<file path="src/rtl/shift_cmd_gen_if.sv">
// Handshake and command bundle between the lab control logic and shift_cmd_gen.
// The master side requests moves; the slave side is the sequencer itself.
interface shift_cmd_gen_if #(
    parameter int WIDTH = 4
) ();
    localparam int PW = $clog2(WIDTH);

    logic             start;
    logic [PW-1:0]    target;
    logic             abort;
    logic             ready;
    logic             busy;
    logic             done;
    logic             shift_left;
    logic             shift_right;
    logic [PW-1:0]    pos;
    logic [WIDTH-1:0] pattern;

    modport master (
        output start, target, abort,
        input  ready, busy, done, shift_left, shift_right, pos, pattern
    );

    modport slave (
        input  start, target, abort,
        output ready, busy, done, shift_left, shift_right, pos, pattern
    );
endinterface

</file>
<file path="src/rtl/shift_cmd_gen.sv">
// Issues single-cycle shift_left/shift_right pulses to walk a one-hot shifter to a
// requested position by the shortest route, tracking the shifter position locally.
module shift_cmd_gen #(
    parameter int WIDTH         = 4,
    parameter int SETTLE_CYCLES = 2
) (
    input  logic           clk,
    input  logic           rst,
    shift_cmd_gen_if.slave bus
);
    localparam int PW = $clog2(WIDTH);
    localparam int CW = $clog2(SETTLE_CYCLES + 2);
    localparam logic [CW-1:0] SETTLE_LAST = CW'((SETTLE_CYCLES > 0) ? SETTLE_CYCLES - 1 : 0);

    typedef enum logic [1:0] {
        IDLE,
        STEP,
        SETTLE,
        DONE
    } state_t;

    state_t        state, state_next;
    logic [PW-1:0] pos, pos_next;
    logic [PW-1:0] steps, steps_next;
    logic          dir_left, dir_left_next;
    logic [CW-1:0] settle_cnt, settle_cnt_next;
    logic [PW-1:0] dist_left, dist_right;

    // Both distances wrap naturally in PW bits; a tie is resolved towards left.
    assign dist_left  = bus.target - pos;
    assign dist_right = pos - bus.target;

    always_ff @(posedge clk or posedge rst) begin
        if (rst) begin
            state      <= IDLE;
            pos        <= '0;
            steps      <= '0;
            dir_left   <= 1'b1;
            settle_cnt <= '0;
        end else begin
            state      <= state_next;
            pos        <= pos_next;
            steps      <= steps_next;
            dir_left   <= dir_left_next;
            settle_cnt <= settle_cnt_next;
        end
    end

    always_comb begin
        state_next      = state;
        pos_next        = pos;
        steps_next      = steps;
        dir_left_next   = dir_left;
        settle_cnt_next = settle_cnt;
        case (state)
            IDLE: begin
                if (bus.start) begin
                    if (dist_left == '0) begin
                        state_next = DONE;
                    end else begin
                        dir_left_next = (dist_left <= dist_right);
                        steps_next    = (dist_left <= dist_right) ? dist_left : dist_right;
                        state_next    = STEP;
                    end
                end
            end
            STEP: begin
                // The pulse is already on the wire, so pos follows it even when aborting.
                pos_next   = dir_left ? pos + PW'(1) : pos - PW'(1);
                steps_next = steps - PW'(1);
                if (bus.abort) begin
                    state_next = IDLE;
                end else if (SETTLE_CYCLES > 0) begin
                    state_next      = SETTLE;
                    settle_cnt_next = '0;
                end else if (steps != PW'(1)) begin
                    state_next = STEP;
                end else begin
                    state_next = DONE;
                end
            end
            SETTLE: begin
                if (bus.abort) begin
                    state_next = IDLE;
                end else if (settle_cnt == SETTLE_LAST) begin
                    state_next = (steps != '0) ? STEP : DONE;
                end else begin
                    settle_cnt_next = settle_cnt + CW'(1);
                end
            end
            DONE: begin
                state_next = IDLE;
            end
            default: begin
                state_next = IDLE;
            end
        endcase
    end

    assign bus.ready       = (state == IDLE);
    assign bus.busy        = (state != IDLE);
    assign bus.done        = (state == DONE);
    assign bus.shift_left  = (state == STEP) && dir_left;
    assign bus.shift_right = (state == STEP) && !dir_left;
    assign bus.pos         = pos;
    assign bus.pattern     = {{(WIDTH-1){1'b0}}, 1'b1} << pos;
endmodule

</file>
<file path="src/flat_wrapper.sv">
// flat-port wrapper written by rule: the top's interface ports become plain ports
module shift_cmd_gen_flat 
#(
    parameter int WIDTH         = 4,
    parameter int SETTLE_CYCLES = 2
)
  (clk, rst, bus_start, bus_target, bus_abort, bus_ready, bus_busy, bus_done, bus_shift_left, bus_shift_right, bus_pos, bus_pattern);
  shift_cmd_gen_if #(.WIDTH(WIDTH)) bus_i ();
  input  logic clk;
  input  logic rst;
  input wire logic [$bits(bus_i.start)-1:0] bus_start;
  input wire logic [$bits(bus_i.target)-1:0] bus_target;
  input wire logic [$bits(bus_i.abort)-1:0] bus_abort;
  output wire logic [$bits(bus_i.ready)-1:0] bus_ready;
  output wire logic [$bits(bus_i.busy)-1:0] bus_busy;
  output wire logic [$bits(bus_i.done)-1:0] bus_done;
  output wire logic [$bits(bus_i.shift_left)-1:0] bus_shift_left;
  output wire logic [$bits(bus_i.shift_right)-1:0] bus_shift_right;
  output wire logic [$bits(bus_i.pos)-1:0] bus_pos;
  output wire logic [$bits(bus_i.pattern)-1:0] bus_pattern;
  assign bus_i.start = bus_start;
  assign bus_i.target = bus_target;
  assign bus_i.abort = bus_abort;
  assign bus_ready = bus_i.ready;
  assign bus_busy = bus_i.busy;
  assign bus_done = bus_i.done;
  assign bus_shift_left = bus_i.shift_left;
  assign bus_shift_right = bus_i.shift_right;
  assign bus_pos = bus_i.pos;
  assign bus_pattern = bus_i.pattern;
  shift_cmd_gen #(.WIDTH(WIDTH), .SETTLE_CYCLES(SETTLE_CYCLES)) u_core (.clk(clk), .rst(rst), .bus(bus_i));
endmodule
</file>
<file path="config.mk">
export PLATFORM = sky130hd
export DESIGN_NAME = shift_cmd_gen_flat
export DESIGN_NICKNAME = d
export VERILOG_FILES = /design/src/rtl/shift_cmd_gen_if.sv /design/src/rtl/shift_cmd_gen.sv /design/src/flat_wrapper.sv
export SDC_FILE = /design/constraint.sdc
export NUM_CORES = 1
export LEC_CHECK = 0
export ABC_AREA = 1
export BUFFER_PORTS_ARGS = -buffer_cell sky130_fd_sc_hd__buf_2
export CAP_MARGIN = 20
export CELL_PAD_IN_SITES_DETAIL_PLACEMENT = 2
export CELL_PAD_IN_SITES_GLOBAL_PLACEMENT = 2
export CORE_MARGIN = 10
export CORE_UTILIZATION = 29
export DETAILED_ROUTE_END_ITERATION = 8
export PLACE_DENSITY_LB_ADDON = 0.1
export SYNTH_ARGS = -nofsm -noshare
export SYNTH_HDL_FRONTEND = slang
export SYNTH_SLANG_ARGS = --single-unit
export TNS_END_PERCENT = 5
</file>
<file path="constraint.sdc">
create_clock -name clk -period 2.75 [get_ports clk]
set_clock_uncertainty 0.15 [all_clocks]
set_input_delay 0.1375 -clock clk [delete_from_list [all_inputs] [get_ports clk]]
set_output_delay 0.1375 -clock clk [all_outputs]
set_load 0.05 [all_outputs]
</file>
==> flow_metrics.py <==
metrics = {
    "timing": {
        "min_period_ns": 1.704,
        "rsz0062_at_grt": "false",
        "max_slew_margin": 0.7464,
        "min_period_over_period": 0.6195,
        "slew_violations": 0,
        "final-hold-violation-count": 0,
        "fin_setup_tns_ns": 0,
        "worst_pin_slew_ns": 0.3799,
        "setup_violations": 0,
        "fmax_mhz": 587.0,
    },
    "synthesis": {
        "ys_warn_count": 0,
        "synth_area_sq_um": 660.6,
        "synth_cell_types": 23,
        "synth_top_flop_cell": "dfrtp_1",
        "avgSynthCellArea_sq_um": 7.340,
        "synth_top_area_share": 0.3030,
        "syn-num-nets": 100,
        "async_flop_share": 1.000,
        "yosys-top-cells-area": "dfrtp_1, nand2_1, inv_1",
        "ys_ff_latch": 9,
        "synth_largest_area_cell": "dfrtp_1",
        "netlist_instances": 90,
        "synth_edf_count": 0,
        "ys_seq_area_frac": 0.3428,
    },
    "worst_setup_path": {
        "worstReg2RegEnd": "u_core.steps[1]$_DFFE_PP0P_",
        "r2r_start": "u_core.bus.pos[0]$_DFFE_PP0N_",
        "worstPathArrival_ns": 1.42,
        "crit_required_ns": 2.46,
        "worstSetupStartpointType": "register",
        "crit_type": "register to output port",
        "endpoint_kind": "output port",
        "r2r_cells": 9,
        "path_max_fanout": 9,
        "r2r_setup_slack_ns": 1.20,
    },
    "clocking": {
        "clk_pin_slew_worst_paths_ns": 0.06,
        "numCtsBuffers": 3,
        "tritoncts": "built",
        "htree_num_levels": 1,
        "cts.sinks": 9,
        "cts-root-buf": "clkbuf_4",
        "clock_path_buffers": 2,
        "clk_latency_ns": 0.26,
    },
    "grt": {
        "grt_first_pass_wirelength_microns": 3436,
        "antenna_found_initial": 0,
        "grt_usage": 0.09587,
        "grt-ovfl-total": 0,
        "grt_pass1_vias": 707,
        "grt_max_degree": 10,
    },
    "route": {
        "drc": 0,
        "first_iter_violations": 38,
        "drt_pass1_iterations": 3,
        "viasPerCell": 4.650,
        "vias": 651,
        "wl_microns": 2009,
        "ant_nets": 0,
        "drt-wirelength-per-cell_microns": 14.35,
    },
    "status": {
        "run_status": "finished, final reports clean",
    },
    "run": {
        "maxCapViolCount": 0,
    },
    "cells_and_area": {
        "n_antenna_cell": 0,
        "drive_gt1_frac": 0.3125,
        "nFillCells": 278,
        "nets": 123,
        "multiInputGateArea_sq_um": 366.6,
        "syn_to_final_growth_pct": 24.43,
        "final-seq-area_sq_um": 226.5,
        "fin_cells": 140,
        "post-route-util": 0.3752,
    },
    "hold_path": {
        "hold_path_end": "u_core.state[1]$_DFFE_PP0P_",
        "holdCritStartpoint": "bus_start",
        "min_delay_path_depth": 3,
        "hp-class": "input pin to register",
    },
    "die": {
        "initial_core_util": 0.3015,
        "num_rows": 17,
        "die_y_microns": 67.73,
        "pin_count": 17,
        "core-area_sq_um": 2191,
        "dieArea_sq_um": 4587,
        "die_w_microns": 67.73,
    },
    "placement": {
        "dp.cells": 134,
        "portBuffers": 16,
        "gp_congestion": 0.7097,
        "dp_hpwl_microns": 1586,
    },
}
[final cells by class]
cell class | instances | share of cell area
Sequential cell | 9 | 0.2755
Multi-Input combinational cell | 63 | 0.4460
Timing Repair Buffer | 18 | 0.1218
Tap cell | 28 | 0.04262
Inverter | 18 | 0.08219
Clock buffer | 4 | 0.03196
[sequential cells by signal, summed over array words and instances, names as in the netlist]
name / flops
u_core.steps: 2
u_core.settle_cnt: 2
u_core.state: 2
u_core.bus.pos: 2
u_core.dir_left: 1
[layout by cell type, fill, tap and decap left out]
cell type	count
dfrtp_1	8
o21ai_0	3
nand2_2	4
buf_2	16
nand2_1	21
mux2i_1	1
nand3_1	5
o21ai_2	1
clkbuf_1	1
nand2_4	1
nor2_1	9
nand3_2	2
a211oi_1	1
clkbuf_4	3
a21oi_1	1
xor2_1	1
or2_1	1
inv_2	4
nor2_2	2
a22oi_1	1
nor2_4	1
dfstp_2	1
ha_1	4
nand3b_1	3
dlygate4sd3_1	2
inv_1	14
o31ai_1	1
[Yosys cell counts, types with 2 or more instances]
cell,instances
dfrtp_1,8
ha_1,4
inv_1,14
inv_2,4
nand2_1,21
nand2_2,4
nand3_1,5
nand3_2,2
nand3b_1,3
nor2_1,9
nor2_2,2
o21ai_0,3
[kinds of logic after synthesis]
kind of cell | synth area share
AND/OR/NAND/NOR | 0.3731
buffers and inverters | 0.1023
flip-flops | 0.3428
AO/OA/AOI/OAI | 0.07765
adder cells (fa/ha/maj) | 0.07576
XOR/XNOR | 0.01326
multiplexers | 0.01515
[how the worst max path moves through the flow]
stage,from,end
final,u_core.state[1]$_DFFE_PP0P_,bus_shift_right
after global routing,u_core.state[1]$_DFFE_PP0P_,bus_shift_right
after CTS,u_core.state[1]$_DFFE_PP0P_,bus_shift_right
after detailed placement,u_core.bus.pos[0]$_DFFE_PP0N_,u_core.steps[1]$_DFFE_PP0P_
after global placement,u_core.bus.pos[0]$_DFFE_PP0N_,u_core.steps[1]$_DFFE_PP0P_
after floorplan,u_core.bus.pos[1]$_DFFE_PP0N_,u_core.bus.pos[1]$_DFFE_PP0N_
[what timing repair did]
item | 4_1_cts | 5_1_grt
buffers inserted | 0 | 0
gates resized for setup | 0 | 0
hold buffers | 2 | 0
endpoints found under the hold margin | 10 | 0
setup endpoints to repair | 0 | 0
[layer usage]
| layer | track usage | part of all wire | routed length (microns) |
|---|---|---|---|
| met2 | 0.1761 | 0.54 | 1077 |
| met4 | 0.01538 | 0 | 0 |
| met5 | 0 | 0 | 0 |
| met1 | 0.1001 | 0.40 | 813 |
| met3 | 0.04132 | 0.059 | 118 |
[through the flow]
step	setup WS [ns]	area, sq um	hold slack, ns
CTS	1.031	822.0	0.03407
global route	0.9083	822.0	0.02209
finish	1.046	822.0	0.03638
global placement	1.280	775.7	-0.02504
floorplan	0.5313	660.6	-0.1853
detailed placement	1.199	775.7	-0.01614
[worst max-delay path: stages, from the launching register on]
cell     delay [ns]
dfrtp_1        0.45
inv_2          0.11
nand2_2        0.14
nor2_1         0.17
buf_2          0.29
Power is not shown: default switching activity piles up to over one toggle a cycle in this logic, so the estimate is an artifact.
